[src/rtl/ariane_pkg.sv]
// Minimal stand-in for the core package: supplies the decoded scoreboard
// entry type carried by the ID/issue buffer. Field set is a compact subset
// sufficient for the buffer, which treats the entry as opaque payload.
package ariane_pkg;

    typedef struct packed {
        logic [63:0] pc;        // instruction address
        logic [2:0]  trans_id;  // scoreboard transaction id
        logic [3:0]  fu;        // functional unit selector
        logic [6:0]  op;        // operation code
        logic [5:0]  rs1;       // source register 1
        logic [5:0]  rs2;       // source register 2
        logic [5:0]  rd;        // destination register
        logic [63:0] result;    // immediate / result field
        logic        use_imm;   // operand b is the immediate
        logic        valid;     // result valid
    } scoreboard_entry_t;

endpackage

[src/rtl/id_issue_fifo.sv]
// id_issue_fifo
// In-order DEPTH-entry buffer of decoded scoreboard entries between the
// decoder and the issue stage. Limits how many control-flow instructions may
// be resident at once and can be emptied in a single cycle by a flush.
//
// Ports:
//   clk_i                   clock, rising edge
//   rst_ni                  asynchronous active-low reset
//   flush_i                 drop all entries, including one written this cycle
//   decoded_entry_i         decoded instruction from the decoder
//   decoded_is_ctrl_flow_i  decoded instruction is a branch/jump
//   decoded_valid_i         decoder offers an entry
//   decoded_ready_o         entry accepted this cycle (fetch acknowledge)
//   issue_entry_o           head entry
//   issue_entry_valid_o     head entry valid
//   is_ctrl_flow_o          head entry is control flow
//   issue_instr_ack_i       issue stage consumes the head this cycle
//   usage_o                 number of valid entries, 0..DEPTH
//   ctrl_flow_cnt_o         number of resident control-flow entries
module id_issue_fifo #(
    parameter int unsigned DEPTH         = 2,
    parameter int unsigned MAX_CTRL_FLOW = 1
) (
    input  logic                              clk_i,
    input  logic                              rst_ni,
    input  logic                              flush_i,
    input  ariane_pkg::scoreboard_entry_t     decoded_entry_i,
    input  logic                              decoded_is_ctrl_flow_i,
    input  logic                              decoded_valid_i,
    output logic                              decoded_ready_o,
    output ariane_pkg::scoreboard_entry_t     issue_entry_o,
    output logic                              issue_entry_valid_o,
    output logic                              is_ctrl_flow_o,
    input  logic                              issue_instr_ack_i,
    output logic [$clog2(DEPTH):0]            usage_o,
    output logic [$clog2(DEPTH):0]            ctrl_flow_cnt_o
);

    localparam int unsigned PTR_W = $clog2(DEPTH);
    localparam int unsigned CNT_W = $clog2(DEPTH) + 1;

    typedef struct packed {
        ariane_pkg::scoreboard_entry_t sbe;
        logic                          is_ctrl_flow;
    } slot_t;

    slot_t            mem_r [DEPTH];
    logic [PTR_W-1:0] rd_ptr_r;
    logic [PTR_W-1:0] wr_ptr_r;
    logic [CNT_W-1:0] cnt_r;
    logic [CNT_W-1:0] cf_cnt_r;

    logic             not_empty_s;
    logic             pop_s;
    logic             push_s;
    logic             head_cf_s;
    logic             head_cf_pop_s;
    logic             space_s;
    logic             cf_ok_s;
    logic [CNT_W-1:0] cf_after_pop_s;

    // Handshake qualification: a pop frees a slot (and a branch credit) in the
    // same cycle, so a full or branch-saturated buffer still accepts on an ack.
    always_comb begin
        not_empty_s    = (cnt_r != {CNT_W{1'b0}});
        pop_s          = issue_instr_ack_i && not_empty_s;
        head_cf_s      = mem_r[rd_ptr_r].is_ctrl_flow && not_empty_s;
        head_cf_pop_s  = pop_s && head_cf_s;
        space_s        = (cnt_r < CNT_W'(DEPTH)) || pop_s;
        cf_after_pop_s = cf_cnt_r - CNT_W'(head_cf_pop_s);
        cf_ok_s        = 1'b1;
        if (MAX_CTRL_FLOW == 32'd0) begin
            cf_ok_s = 1'b1;
        end else if (!decoded_is_ctrl_flow_i) begin
            cf_ok_s = 1'b1;
        end else begin
            cf_ok_s = (cf_after_pop_s < CNT_W'(MAX_CTRL_FLOW));
        end
        // Ready is independent of valid and flush so fetch sees a stable ack.
        decoded_ready_o = space_s && cf_ok_s;
        push_s          = decoded_valid_i && decoded_ready_o;
    end

    // Storage, pointers and counters; flush wins over push and pop and leaves
    // slot contents untouched.
    always_ff @(posedge clk_i or negedge rst_ni) begin
        if (!rst_ni) begin
            for (int i = 0; i < int'(DEPTH); i++) begin
                mem_r[i] <= '0;
            end
            rd_ptr_r <= {PTR_W{1'b0}};
            wr_ptr_r <= {PTR_W{1'b0}};
            cnt_r    <= {CNT_W{1'b0}};
            cf_cnt_r <= {CNT_W{1'b0}};
        end else if (flush_i) begin
            rd_ptr_r <= {PTR_W{1'b0}};
            wr_ptr_r <= {PTR_W{1'b0}};
            cnt_r    <= {CNT_W{1'b0}};
            cf_cnt_r <= {CNT_W{1'b0}};
        end else begin
            if (push_s) begin
                mem_r[wr_ptr_r] <= '{sbe: decoded_entry_i, is_ctrl_flow: decoded_is_ctrl_flow_i};
                wr_ptr_r        <= wr_ptr_r + PTR_W'(1);
            end else begin
                wr_ptr_r        <= wr_ptr_r;
            end
            if (pop_s) begin
                rd_ptr_r <= rd_ptr_r + PTR_W'(1);
            end else begin
                rd_ptr_r <= rd_ptr_r;
            end
            cnt_r    <= cnt_r + CNT_W'(push_s) - CNT_W'(pop_s);
            cf_cnt_r <= cf_cnt_r + CNT_W'(push_s && decoded_is_ctrl_flow_i)
                        - CNT_W'(head_cf_pop_s);
        end
    end

    // Head view comes straight from storage: no bypass from the decoder side.
    assign issue_entry_o       = mem_r[rd_ptr_r].sbe;
    assign issue_entry_valid_o = not_empty_s;
    assign is_ctrl_flow_o      = head_cf_s;
    assign usage_o             = cnt_r;
    assign ctrl_flow_cnt_o     = cf_cnt_r;

endmodule

[config.mk]
export PLATFORM = sky130hd
export DESIGN_NAME = id_issue_fifo
export DESIGN_NICKNAME = d
export VERILOG_FILES = /design/src/rtl/ariane_pkg.sv /design/src/rtl/id_issue_fifo.sv
export SDC_FILE = /design/constraint.sdc
export NUM_CORES = 1
export LEC_CHECK = 0
export ABC_AREA = 0
export CORE_MARGIN = 2
export CORE_UTILIZATION = 46
export DETAILED_ROUTE_END_ITERATION = 10
export PLACE_DENSITY = 0.77
export SETUP_SLACK_MARGIN = 0.15
export SLEW_MARGIN = 5
export SYNTH_ARGS = -nofsm -noshare
export SYNTH_HDL_FRONTEND = slang
export SYNTH_SLANG_ARGS = --single-unit
[constraint.sdc]
create_clock -name clk_i -period 2.8 [get_ports clk_i]
set_input_delay 0.28 -clock clk_i [delete_from_list [all_inputs] [get_ports clk_i]]
set_output_delay 0.28 -clock clk_i [all_outputs]
set_load 0.02 [all_outputs]
# ---- After elaboration in Yosys (flattened, before gate mapping)
# Index checks and enable logic that the tools add are counted.
dict set report totals {
  regBits 332
  in_bits 168
  out_inout_bits 169
  word_cells 66
}
dict set report op_classes {
  add_sub_neg 7
  magnitude_cmp 5
  mux 13
  bitwise_logic 3
  n_reduce_logical 12
}
# op count
set op_table {}
lappend op_table {{163-bit 2-to-1 mux} 4}
lappend op_table {{326-bit bitwise mux} 1}
lappend op_table {{163-bit demux with 1-bit select} 1}
lappend op_table {{1-bit logical AND} 7}
lappend op_table {{2-bit nonzero test} 3}
lappend op_table {{2-bit by 1-bit subtractor with 2-bit output} 3}
lappend op_table {{1-bit 2-to-1 mux} 5}
lappend op_table {{2-bit by 1-bit adder with 2-bit output} 2}
lappend op_table {{2-bit >= comparator, second input constant} 2}
lappend op_table {{2-bit by 1-bit less-than comparator with 1-bit output, second input constant} 2}
lappend op_table {{2-bit 2-to-1 mux} 2}
lappend op_table {{1-bit NOT with 2-bit output} 2}
lappend op_table {{1-bit adder, second input constant} 2}
lappend op_table {{2-bit less-than comparator, second input constant} 1}
lappend op_table {{2-bit AND reduction} 1}
lappend op_table {{1-bit logical OR} 1}
lappend op_table {{1-bit NOT} 1}

# ---- Depth between registers and ports, before layout
# Gate-level depths: netlist of the first run.
dict set report logic_depth {
  ltp_word 15
  depth_mapped 14
  depth_no_buf 14
}

# ---- Worst setup path before layout of the first run
# OpenSTA, ideal clock, no wires.
dict set report synth_path {
  path_type {register -> register}
  from {reg rd_ptr_r}
  to {reg mem_r[187] in the netlist's numbering}
  setup_ns 0.125
  arrival_ns 2.738
  t_required_ns 2.675
  path_slack_ns -0.063
  path_stages_with_launch 13
  path_buffers 5
  synth_period_minus_slack_ns 2.863
  path_cell_list {dfrtp_1 clkbuf_1 buf_1 mux2i_1 nor2_1 ha_1 xnor2_1 a21boi_2 nor4_2 buf_6 buf_6 buf_6 mux2_4}
}
dict set report synth_via {
  elab_chain_len 12
}
# item line
set synth_lines {}
lappend synth_lines {{start: declaration} id_issue_fifo.sv:48} ;# logic [PTR_W-1:0] rd_ptr_r;
lappend synth_lines {{start signal: assignment} id_issue_fifo.sv:91} ;# rd_ptr_r <= {PTR_W{1'b0}};
lappend synth_lines {{start signal: assignment} id_issue_fifo.sv:96} ;# rd_ptr_r <= {PTR_W{1'b0}};
lappend synth_lines {{start signal: assignment} id_issue_fifo.sv:108} ;# rd_ptr_r <= rd_ptr_r + PTR_W'(1);
lappend synth_lines {{1-bit NOT with 2-bit output (not written as such)} id_issue_fifo.sv:67} ;# head_cf_s = mem_r[rd_ptr_r].is_ctrl_flow && not_empty_s;
lappend synth_lines {{163-bit 2-to-1 mux (3 in a row)} n/a}
lappend synth_lines {{1-bit logical AND} id_issue_fifo.sv:67}
lappend synth_lines {{1-bit logical AND} id_issue_fifo.sv:68} ;# head_cf_pop_s = pop_s && head_cf_s;
lappend synth_lines {{2-bit by 1-bit subtractor with 2-bit output} id_issue_fifo.sv:70} ;# cf_after_pop_s = cf_cnt_r - CNT_W'(head_cf_pop_s);
lappend synth_lines {{2-bit by 1-bit less-than comparator with 1-bit output} id_issue_fifo.sv:77} ;# cf_ok_s = (cf_after_pop_s < CNT_W'(MAX_CTRL_FLOW));
lappend synth_lines {{1-bit 2-to-1 mux} id_issue_fifo.sv:74} ;# end else if (!decoded_is_ctrl_flow_i) begin
lappend synth_lines {{1-bit logical AND} id_issue_fifo.sv:80} ;# decoded_ready_o = space_s && cf_ok_s;
lappend synth_lines {{1-bit logical AND} id_issue_fifo.sv:81} ;# push_s = decoded_valid_i && decoded_ready_o;
lappend synth_lines {{2-bit AND reduction (no source line)} n/a}
lappend synth_lines {{end signal: indexed assignment} id_issue_fifo.sv:102} ;# mem_r[wr_ptr_r] <= '{sbe: decoded_entry_i, is_ctrl_flow: decoded_is_ctrl_flow_i};
lappend synth_lines {{end: declaration} id_issue_fifo.sv:47} ;# slot_t mem_r [DEPTH];
# No other way between the ends. The select of a mux whose other input is x is not followed.
# A chain may end at the register's enable or synchronous reset.

==> insert_results.sql, run 1 <==
INSERT INTO impl_metrics (metric_group, metric, value, unit) VALUES
('run_status', 'run_status', 'complete, no violations', ''),
('sta', 'setup_viol', '0', ''),
('synth', 'synth_cells', '918', ''),
('power', 'power.clock.fraction', '17.3', '%'),
('clock_network', 'cts_made_buffers', '36', ''),
('finish', 'utilization', '64.5', '%'),
('global_route', 'globalRouteTotalUtil', '20.5', '%'),
('power', 'p_switching', '8.58', 'mW'),
('routing', 'm1WireLength', '15.4', 'mm'),
('synth', 'ys_ff_latch', '332', ''),
('sta', 'rsz0062_at_grt', 'true', ''),
('synth', 'postSynthNetCount', '1091', ''),
('sta', 'fin_skew', '0.0129', 'ns'),
('clock_network', 'cts_root_buffer', 'clkbuf_16', ''),
('power', 'portion_of_total_power_attributed_to_sequential_cells', '32.5', '%'),
('power', 'p_int', '17.5', 'mW'),
('power', 'cellPowerDensity', '1250', 'nW/um^2'),
('placed_design', 'post_dp_cell_area', '19200', 'sq um'),
('placed_design', 'post-place-ws', '0.0581', 'ns'),
('global_route', 'antenna_found_initial', '0', ''),
('finish', 'final-seq-area', '8310', 'sq um'),
('setup_path', 'r2r_setup_slack', '0.25', 'ns'),
('floorplanning', 'initial_utilization', '46.4', '%'),
('finish', 'post-route-cell-area', '20900', 'sq um'),
('clock_network', 'insertion_delay', '0.50', 'ns'),
('setup_path', 'worst-endpoint-arrival', '2.32', 'ns'),
('routing', 'drt_first_iter_violations', '338', ''),
('finish', 'drive_above_1_share', '46.4', '%'),
('routing', 'dr.max_layer_used', 'met4', ''),
('power', 'total_power', '26.1', 'mW'),
('placed_design', 'routabilityCongestion', '0.773', ''),
('finish', 'num_antenna_cells', '0', ''),
('placed_design', 'count_of_buffers_from_port_buffering', '336', ''),
('finish', 'multi_input_comb_area', '6410', 'sq um'),
('global_route', 'grt.overflow.total', '0', ''),
('setup_path', 'startpoint_type', 'register', ''),
('sta', 'hold_viol', '0', ''),
('routing', 'route.detailed.drc', '0', ''),
('sta', 'maximum_clock_frequency', '385', 'MHz'),
('clock_network', 'cts.sinks', '332', ''),
('floorplanning', 'floorplan.rows', '66', ''),
('sta', 'hold_slack', '0.373', 'ns'),
('sta', 'slew_violations', '0', ''),
('setup_path', 'crit-reg2reg-launch', 'rd_ptr_r$_DFFE_PN0P_', ''),
('setup_path', 'critical_path_start_end_classification', 'register to output port', ''),
('sta', 'total_negative_slack', '0', 'ns'),
('synth', 'library_cells_used_by_synthesis', '24', ''),
('power', 'sw_frac_of_total', '32.9', '%'),
('finish', 'commonest_cells_after_routing_fill_and_taps_aside', '337 x mux2_2, 331 x dfrtp_1, 279 x clkdlybuf4s50_1, 149 x mux2_4, 55 x dlymetal6s2s_1', ''),
('power', 'power.share.combinational', '50.2', '%'),
('finish', 'flow.area_growth_from_synthesis', '39.1', '%'),
('sta', 'max_slew.worst_pin.slew', '0.603', 'ns'),
('finish', 'leading_cell_type_in_the_layout_fill_and_taps_excluded', 'mux2_2', ''),
('finish', 'num-fill-cells', '2340', ''),
('clock_network', 'tritoncts_clock_tree', 'built', ''),
('floorplanning', 'placeable_core_region', '32400', 'sq um'),
('setup_path', 'endpoint_kind', 'output port', ''),
('global_route', 'grt_pass1_wl', '55.3', 'mm'),
('synth', 'synthesis.area_per_instance', '16.4', 'sq um'),
('job', 'timing.max_cap.violations', '0', ''),
('synth', 'yosys_warnings', '0', ''),
('power', 'static-leakage-power', '9.36', 'nW'),
('clock_network', 'ctsLongestPathBuffers', '3', ''),
('finish', 'fin_nets', '1474', ''),
('power', 'peakVddDrop', '918', 'uV'),
('setup_path', 'reg2reg_to', 'mem_r[201]$_DFFE_PN0P_', ''),
('synth', 'syn_area', '15000', 'sq um'),
('setup_path', 'crit_fanout', '21', ''),
('global_route', 'first_global_vias', '10147', ''),
('sta', 'setup_slack', '0.200', 'ns'),
('floorplanning', 'die_footprint', '34100', 'sq um');
-- power groups by stage --
stage	sequential (mW)	combinational (mW)	clock, mW
after detailed placement	8.48	12.7	0
after global routing	8.81	13.8	4.86
after global placement	8.35	12.6	0
after CTS	8.49	13.1	4.65
after floorplan	8.08	7.98	0
final	8.49	13.1	4.52
-- synthesized netlist by cell type --
master | instances | area share (%)
ha_1 | 5 | 0.42
nand3_1 | 1 | 0.033
buf_2 | 17 | 0.57
mux2_2 | 337 | 25
nand2_1 | 3 | 0.075
a31oi_1 | 2 | 0.083
inv_1 | 5 | 0.12
a21oi_1 | 2 | 0.067
xnor2_1 | 3 | 0.18
nand2b_1 | 3 | 0.12
mux2i_1 | 1 | 0.067
nor4_2 | 1 | 0.083
buf_6 | 19 | 1.4
buf_1 | 1 | 0.025
dfrtp_1 | 332 | 55
mux2_4 | 149 | 15
o21ai_0 | 1 | 0.033
nor2_1 | 8 | 0.20
xor2_1 | 3 | 0.18
a21boi_2 | 1 | 0.075
and2_1 | 3 | 0.12
nor2b_1 | 3 | 0.12
nor3b_2 | 1 | 0.083
clkbuf_1 | 17 | 0.42
-- worst max-delay path, stage by stage, from the launching register on --
cell             delay [ns]
dfrtp_4                0.51
buf_4                  0.18
buf_16                 0.21
mux2_2                 0.36
clkdlybuf4s50_1        0.55
-- worst max-delay path by stage --
stage                              start                     end  slack (ns)  cells past startpoint
floorplan           rd_ptr_r$_DFFE_PN0P_  mem_r[187]$_DFFE_PN0P_        0.21                     12
global placement       issue_instr_ack_i  mem_r[292]$_DFFE_PN0P_        0.09                     10
detailed placement     issue_instr_ack_i  mem_r[293]$_DFFE_PN0P_        0.06                     10
CTS                 rd_ptr_r$_DFFE_PN0P_         decoded_ready_o        0.05                      8
global route        rd_ptr_r$_DFFE_PN0P_      issue_entry_o[153]        0.12                      4
finish              rd_ptr_r$_DFFE_PN0P_       issue_entry_o[88]        0.20                      4
-- kinds of logic (layout without fill, tap and decap cells) --
| kind of cell | Yosys count | in the layout | synth area share (%) |
|---|---|---|---|
| AO/OA/AOI/OAI | 6 | 6 | 0.258 |
| XOR/XNOR | 6 | 6 | 0.350 |
| adder cells (fa/ha/maj) | 5 | 5 | 0.417 |
| buffers and inverters | 59 | 465 | 2.57 |
| flip-flops | 332 | 332 | 55.3 |
| multiplexers | 487 | 487 | 40.2 |
| AND/OR/NAND/NOR | 23 | 23 | 0.850 |
-- sequential cells by signal, summed over array words and instances (netlist names) --
register / cells
mem_r: 326
ctrl_flow_cnt_o: 2
rd_ptr_r: 1
usage_o: 2
wr_ptr_r: 1
-- metal layers --
layer,GRT usage (%),vias up
li1,-,4036
met5,0,-
met2,33.6,285
met1,26.3,4571
met3,6.78,46
met4,5.33,0
-- area by class of cell --
class / instances / share of cell area, %
well taps: 442 / 2.65
flip-flops and latches: 332 / 39.8
clock buffers: 53 / 5.06
multi-input cells: 527 / 30.7
clock inverters: 8 / 0.312
repair buffers: 399 / 21.4
inverters: 5 / 0.0899
-- timing repair --
item / in CTS / in global routing
gates resized for setup: 14 / 68
endpoints found under the hold margin: 64 / 0
hold buffers: 1 / 0
buffers inserted: 6 / 3
setup endpoints to repair: 355 / 411
gates cloned: 4 / 4
pin swaps: 3 / 3
Note: power is estimated with default switching activity, not from simulation.
==> inputs of run 2 (changes only) <==
Settings changed: CELL_PAD_IN_SITES_DETAIL_PLACEMENT set to 0, CELL_PAD_IN_SITES_GLOBAL_PLACEMENT set to 1, CORE_UTILIZATION 46 to 38, PLACE_DENSITY 0.77 to unset, PLACE_DENSITY_LB_ADDON set to 0.1.
==> run 2 against run 1 <==
Worst hold slack worse by 0.030 ns. Register-to-register slack hardly changed. Clock-buffer cell count is 3 higher. Core utilization is 9.8 points lower. Via count is 1.1% lower. Global-route usage is 2.4 points lower. Flip-flop and latch count stayed put. Clock skew is 0.0037 ns higher. Sequential share of layout area is 0.68 points lower. Largest cell class unchanged. Clock power is 17% higher. Routed wire length is 4.3% higher. Combinational power is 6% lower.
==> insert_results.sql, run 2 (same netlist as run 1, synthesis figures left out) <==
INSERT INTO impl_metrics (metric_group, metric, value, unit) VALUES
('routing', 'detail_route.wirelength', '37.8', 'mm'),
('power', 'cellPowerDensity', '1220', 'nW/um^2'),
('power', 'peakVddDrop', '657', 'uV'),
('run_status', 'run_status', 'complete, no violations', ''),
('sta', 'fin_skew', '0.0167', 'ns'),
('placed_design', 'post_dp_cell_area', '19200', 'sq um'),
('finish', 'post-route-cell-area', '21300', 'sq um'),
('clock_network', 'cts.sinks', '332', ''),
('floorplanning', 'design.portCount', '337', ''),
('sta', 'finalWorstPathRequiredPeriod', '2.59', 'ns'),
('sta', 'slew_violations', '0', ''),
('power', 'portion_of_total_power_attributed_to_sequential_cells', '32.3', '%'),
('finish', 'flow.area_growth_from_synthesis', '41.5', '%'),
('power', 'power.share.combinational', '47.4', '%'),
('setup_path', 'r2r_setup_slack', '0.26', 'ns'),
('sta', 'rsz0062_at_grt', 'true', ''),
('global_route', 'globalRouteMet2Util', '27.5', '%'),
('finish', 'max_reg_flops', '326', ''),
('global_route', 'grt.overflow.total', '0', ''),
('power', 'sw_frac_of_total', '32.8', '%'),
('clock_network', 'insertion_delay', '0.54', 'ns'),
('placed_design', 'routabilityCongestion', '0.730', ''),
('clock_network', 'htreeDepth', '2', ''),
('floorplanning', 'die-height', '203', 'um'),
('routing', 'wire_per_inst', '20.3', 'um'),
('power', 'power.clock.fraction', '20.3', '%'),
('setup_path', 'worst-endpoint-arrival', '2.31', 'ns'),
('routing', 'drt_pre_antenna_iters', '4', ''),
('sta', 'timing.max_slew.rel_slack', '54.6', '%'),
('job', 'timing.max_cap.violations', '0', ''),
('power', 'static-leakage-power', '9.84', 'nW'),
('setup_path', 'crit_path_frequent_cell', 'and2_1', ''),
('routing', 'route.detailed.drc', '0', ''),
('clock_network', 'cts_root_buffer', 'clkbuf_16', ''),
('power', 'p_int', '17.5', 'mW'),
('global_route', 'grt_pass1_wl', '57.7', 'mm'),
('global_route', 'globalRouteTotalUtil', '18.1', '%'),
('placed_design', 'count_of_buffers_from_port_buffering', '336', ''),
('sta', 'hold_viol', '0', ''),
('setup_path', 'endpoint_kind', 'output port', ''),
('finish', 'leading_cell_type_in_the_layout_fill_and_taps_excluded', 'mux2_2', ''),
('placed_design', 'detailedPlacementHpwl', '23.9', 'mm'),
('floorplanning', 'floorplan.rows', '72', ''),
('global_route', 'largest_net_degree_at_the_start_of_global_routing', '80', ''),
('clock_network', 'tritoncts_clock_tree', 'built', ''),
('setup_path', 'critical_path_start_end_classification', 'register to output port', ''),
('setup_path', 'crit-reg2reg-launch', 'rd_ptr_r$_DFFE_PN0P_', ''),
('routing', 'detail-route-antenna-nets', '0', ''),
('setup_path', 'worstPathCellList', 'mux2i_4, nor2_2, ha_2, xnor2_2, and2_1, nand2b_1, and2_1, buf_2', ''),
('setup_path', 'startpoint_type', 'register', ''),
('global_route', 'grt_use_met3', '6.92', '%'),
('floorplanning', 'placeable_core_region', '38800', 'sq um'),
('setup_path', 'cp_slowest_stage_delay', '0.51', 'ns'),
('setup_path', 'timing.reg2reg.worst_path_depth', '10', ''),
('routing', 'drt_first_iter_violations', '298', ''),
('setup_path', 'reg2reg_to', 'mem_r[73]$_DFFE_PN0P_', ''),
('sta', 'setup_viol', '0', ''),
('sta', 'final_worst_path_period_share', '92.6', '%'),
('global_route', 'antenna_found_initial', '6', ''),
('setup_path', 'cp.required', '2.52', 'ns'),
('routing', 'routed_via_density', '4.75', ''),
('finish', 'fin_nets', '1484', ''),
('finish', 'regMostFlops', 'mem_r', ''),
('setup_path', 'crit_fanout', '2', ''),
('sta', 'maximum_clock_frequency', '386', 'MHz'),
('clock_network', 'cts_made_buffers', '39', ''),
('finish', 'drive_above_1_share', '47.1', '%'),
('floorplanning', 'initial_utilization', '38.7', '%'),
('setup_path', 'timing.critical_path.slowest_stage_cell', 'dfrtp_4', ''),
('finish', 'commonest_cells_after_routing_fill_and_taps_aside', '337 x mux2_2, 331 x dfrtp_1, 175 x clkdlybuf4s50_1, 149 x mux2_4, 86 x dlygate4sd2_1', ''),
('sta', 'max_slew.worst_pin.slew', '0.681', 'ns'),
('floorplanning', 'die_footprint', '41100', 'sq um'),
('floorplanning', 'die_width', '203', 'um'),
('sta', 'hold_slack', '0.343', 'ns'),
('clock_network', 'ctsLongestPathBuffers', '3', ''),
('sta', 'total_negative_slack', '0', 'ns'),
('clock_network', 'clock_pin_slew_on_the_worst_setup_and_hold_paths', '0.06', 'ns'),
('power', 'p_switching', '8.52', 'mW'),
('global_route', 'first_global_vias', '9707', ''),
('routing', 'dr_total_vias', '8841', ''),
('worst_hold_path', 'hp-class', 'primary input to asynchronous set/reset pin', ''),
('global_route', 'grt_util_met1', '24.5', '%'),
('global_route', 'grt_busiest_layer', 'met2', '');
## run 2: worst max path at each step
| stage | start | endpoint | slack [ns] | cells after the start |
|---|---|---|---|---|
| 5_1_grt | rd_ptr_r$_DFFE_PN0P_ | decoded_ready_o | 0.09 | 8 |
| 2_1_floorplan | rd_ptr_r$_DFFE_PN0P_ | mem_r[187]$_DFFE_PN0P_ | 0.21 | 12 |
| 3_3_place_gp | issue_instr_ack_i | mem_r[310]$_DFFE_PN0P_ | 0.09 | 10 |
| 6_report | rd_ptr_r$_DFFE_PN0P_ | decoded_ready_o | 0.21 | 8 |
| 4_1_cts | rd_ptr_r$_DFFE_PN0P_ | decoded_ready_o | 0.02 | 8 |
| 3_5_place_dp | issue_instr_ack_i | mem_r[302]$_DFFE_PN0P_ | 0.09 | 10 |
## run 2: metrics by stage
stage | power (mW) | setup slack (ns) | util (%) | instances
2_1_floorplan | 16.1 | 0.207 | - | 918
3_3_place_gp | 21.1 | 0.0874 | 49.5 | 1757
3_5_place_dp | 21.2 | 0.0853 | 49.5 | 1757
4_1_cts | 26.4 | 0.0212 | 53.3 | 1833
5_1_grt | 27.5 | 0.0872 | 54.7 | 1858
6_report | 26.0 | 0.206 | 54.7 | 1860
## run 2: critical path, delay by kind of cell (launching register included)
family / cells / cell delay, ns
xor gates and xnor gates: 1 / 0.07
DFF: 1 / 0.51
muxes: 1 / 0.20
adders and majority gates: 1 / 0.20
buffers and inverters: 1 / 0.15
and+or+nand+nor: 4 / 0.63
## run 2: cell type report
cell class	instances	area, sq um
fillers	3295	17600
flip-flops and latches	332	8310
multi-input cells	527	6370
repair buffers	406	4550
clock buffers	56	1180
well taps	518	648
clock inverters	12	163
inverters	5	18.8
diodes	4	10.0
## run 2: power by group through the flow
stage / Combinational (mW) / Clock, mW / Sequential [mW]
6_report: 12.3 / 5.27 / 8.40
5_1_grt: 13.1 / 5.65 / 8.72
4_1_cts: 12.6 / 5.45 / 8.40
3_5_place_dp: 12.7 / 0 / 8.42
3_3_place_gp: 12.7 / 0 / 8.40
2_1_floorplan: 7.98 / 0 / 8.08
## run 2: routing by layer
| metal | wire, um | up-vias |
|---|---|---|
| met5 | 46 | - |
| met4 | 553 | 8 |
| met3 | 2990 | 45 |
| met2 | 17100 | 227 |
| met1 | 17100 | 4478 |
| li1 | - | 4083 |
## run 2: repair_timing
item                       in CTS  in global routing
setup endpoints to repair     151                275
cloned                          6                  8
pin swaps                       0                  4
buffers inserted                1                 15
gates resized for setup       100                 86
hold endpoints to repair       71                  0
hold buffers                    1                  0
==> inputs of run 3 (changes only) <==
Settings changed: GPL_TIMING_DRIVEN set to 0.
==> run 3 against run 2 <==
The run now ends with setup timing left. Clock power down 3%. Die area unchanged. Clock-buffer cell count decreased by 1. Worst setup slack got worse by 0.24 ns. Largest power group unchanged.
==> insert_results.sql, run 3 (same netlist as run 1, synthesis figures left out) <==
INSERT INTO impl_metrics (metric_group, metric, value, unit) VALUES
('setup_path', 'startpoint', 'rd_ptr_r$_DFFE_PN0P_', ''),
('routing', 'm1WireLength', '20.1', 'mm'),
('global_route', 'grt_pass1_wl', '65.4', 'mm'),
('power', 'portion_of_total_power_attributed_to_sequential_cells', '30.4', '%'),
('setup_path', 'crit_fanout', '5', ''),
('finish', 'utilization', '59.4', '%'),
('global_route', 'largest_net_degree_at_the_start_of_global_routing', '109', ''),
('sta', 'finalWorstPathRequiredPeriod', '2.83', 'ns'),
('sta', 'hold_slack', '0.264', 'ns'),
('placed_design', 'count_of_buffers_from_port_buffering', '336', ''),
('floorplanning', 'floorplan.rows', '72', ''),
('routing', 'wire_per_inst', '22.8', 'um'),
('routing', 'drt_first_iter_violations', '339', ''),
('clock_network', 'cts_made_buffers', '40', ''),
('finish', 'regMostFlops', 'mem_r', ''),
('setup_path', 'critical_path_start_end_classification', 'register to register', ''),
('routing', 'route.detailed.drc', '0', ''),
('sta', 'max_slew.worst_pin.slew', '0.594', 'ns'),
('clock_network', 'cts.sinks', '332', ''),
('clock_network', 'tritoncts_clock_tree', 'built', ''),
('setup_path', 'crit_path_frequent_cell', 'buf_12', ''),
('power', 'p_switching', '9.18', 'mW'),
('finish', 'max_reg_flops', '326', ''),
('run_status', 'run_status', 'finished, violations left', ''),
('clock_network', 'htreeDepth', '2', ''),
('setup_path', 'r2r_setup_slack', '-0.03', 'ns'),
('power', 'sw_frac_of_total', '33.0', '%'),
('global_route', 'antenna_found_initial', '6', ''),
('sta', 'hold_viol', '0', ''),
('sta', 'fin_skew', '0.0168', 'ns'),
('routing', 'detail-route-antenna-nets', '0', ''),
('clock_network', 'insertion_delay', '0.55', 'ns'),
('sta', 'final_worst_path_period_share', '101', '%'),
('routing', 'dr_total_vias', '9338', ''),
('routing', 'drt_pre_antenna_iters', '4', ''),
('floorplanning', 'design.portCount', '337', ''),
('finish', 'commonest_cells_after_routing_fill_and_taps_aside', '332 x dfrtp_1, 256 x mux2_4, 243 x clkdlybuf4s50_1, 230 x mux2_2, 77 x dlygate4sd2_1', ''),
('run_status', 'failing_checks', 'setup timing', ''),
('routing', 'met3WireLength', '3.08', 'mm'),
('finish', 'fin_nets', '1567', ''),
('routing', 'dr.max_layer_used', 'met5', ''),
('sta', 'rsz0062_at_grt', 'true', ''),
('sta', 'setup_viol', '32', ''),
('floorplanning', 'placeable_core_region', '38800', 'sq um'),
('placed_design', 'routabilityCongestion', '0.740', ''),
('clock_network', 'cts_root_buffer', 'clkbuf_16', ''),
('setup_path', 'startpoint_type', 'register', ''),
('power', 'cellPowerDensity', '1210', 'nW/um^2'),
('floorplanning', 'die-height', '203', 'um'),
('setup_path', 'endpoint_kind', 'register', ''),
('power', 'p_int', '18.7', 'mW'),
('floorplanning', 'die_width', '203', 'um'),
('sta', 'setup_slack', '-0.0299', 'ns'),
('power', 'peakVddDrop', '700', 'uV'),
('routing', 'detail_route.wirelength', '44.2', 'mm'),
('finish', 'drive_above_1_share', '50.1', '%'),
('power', 'static-leakage-power', '10.3', 'nW'),
('global_route', 'globalRouteTotalUtil', '21.2', '%'),
('setup_path', 'crit-reg2reg-launch', 'rd_ptr_r$_DFFE_PN0P_', ''),
('worst_hold_path', 'hp-class', 'primary input to asynchronous set/reset pin', ''),
('sta', 'maximum_clock_frequency', '353', 'MHz'),
('global_route', 'grt.overflow.total', '0', ''),
('power', 'power.clock.fraction', '18.3', '%'),
('sta', 'timing.max_slew.rel_slack', '60.4', '%'),
('routing', 'routed_via_density', '4.81', ''),
('routing', 'wl_met2', '20.2', 'mm'),
('placed_design', 'detailedPlacementHpwl', '26.8', 'mm'),
('finish', 'leading_cell_type_in_the_layout_fill_and_taps_excluded', 'dfrtp_1', ''),
('setup_path', 'timing.critical_path.slowest_stage_cell', 'dfrtp_1', ''),
('clock_network', 'clock_pin_slew_on_the_worst_setup_and_hold_paths', '0.06', 'ns'),
('floorplanning', 'initial_utilization', '38.7', '%'),
('finish', 'flow.area_growth_from_synthesis', '53.5', '%'),
('setup_path', 'cp_slowest_stage_delay', '0.41', 'ns'),
('power', 'power.share.combinational', '51.2', '%'),
('setup_path', 'cp.required', '3.24', 'ns'),
('job', 'timing.max_cap.violations', '0', ''),
('clock_network', 'ctsLongestPathBuffers', '3', ''),
('sta', 'slew_violations', '0', ''),
('global_route', 'first_global_vias', '10268', ''),
('setup_path', 'worst-endpoint-arrival', '3.27', 'ns'),
('setup_path', 'worstPathCellList', 'clkbuf_8, buf_12, mux2i_4, nor2_4, ha_4, xnor2_4, a21boi_2, buf_4, nor4_4, buf_6, buf_12, buf_16, buf_12, buf_16, mux2_4', ''),
('floorplanning', 'die_footprint', '41100', 'sq um');
-- run 3: changes by cell type in the layout (fill, tap and decap cells not counted), moves of 11 or more --
cell / change
mux2_2: -107
buf_12: +39
clkdlybuf4s50_1: +68
buf_6: +18
dlymetal6s2s_1: -59
mux2_4: +107
buf_16: +16
buf_4: -11
-- run 3: final timing paths --
path | to | cells after the start
max in group asynchronous | mem_r[40]$_DFFE_PN0P_ | 4
min in group clk_i | mem_r[188]$_DFFE_PN0P_ | 2
min | mem_r[114]$_DFFE_PN0P_ | 2
max | mem_r[228]$_DFFE_PN0P_ | 15
min reg2reg | mem_r[35]$_DFFE_PN0P_ | 1
max reg2reg | mem_r[228]$_DFFE_PN0P_ | 15
-- run 3: through the flow --
step | total power [mW] | worst slack [ns] | std cells | instance area [sq um] | setup TNS, ns
final | 27.8 | -0.0299 | 1942 | 23100 | -0.554
after global routing | 29.3 | -0.110 | 1941 | 23100 | -8.49
after CTS | 27.5 | -0.0311 | 1919 | 22400 | -0.671
after detailed placement | 21.2 | -0.544 | 1775 | 19100 | -162.60
after global placement | 21.1 | -14.02 | 1772 | 19000 | -4797.54
after floorplan | 16.1 | 0.207 | 918 | 15000 | 0
-- run 3: layout make-up --
cell class	count	area, sq um
antenna	2	5.00
buffer	50	852
clock buffer	55	1150
clock inverter	15	128
fill	3120	15800
inverter	5	18.8
multi-input combinational	527	6810
sequential	332	8310
tap	518	648
timing repair buffer	438	5140
-- run 3: worst max-delay path, delay by kind of cell (launching register included) --
kind	cells	cell delay [ns]
fa+ha+maj	1	0.18
flops	1	0.41
mux	2	0.49
simple gates	2	0.29
xor+xnor	1	0.12
compound gates	1	0.10
buf+inv	8	1.13
-- run 3: repair_timing --
action	in CTS	in global routing
cloned	23	9
resized for setup	319	94
endpoints found under the setup margin	489	386
pin swaps	5	5
hold buffers	1	0
setup buffers	54	12
endpoints found under the hold margin	61	0
-- run 3: layer usage --
layer  vias up  track usage [%]
met2       238             32.4
met4         8             4.67
met3        57             7.26
met1      4786             29.0
met5         -                0
li1       4249                -
-- run 3: power by group through the flow --
stage / combinational [mW] / sequential (mW) / clock (mW)
2_1_floorplan: 7.98 / 8.08 / 0
3_3_place_gp: 12.7 / 8.42 / 0
3_5_place_dp: 12.8 / 8.41 / 0
4_1_cts: 13.8 / 8.42 / 5.25
5_1_grt: 15.1 / 8.80 / 5.46
6_report: 14.3 / 8.47 / 5.10
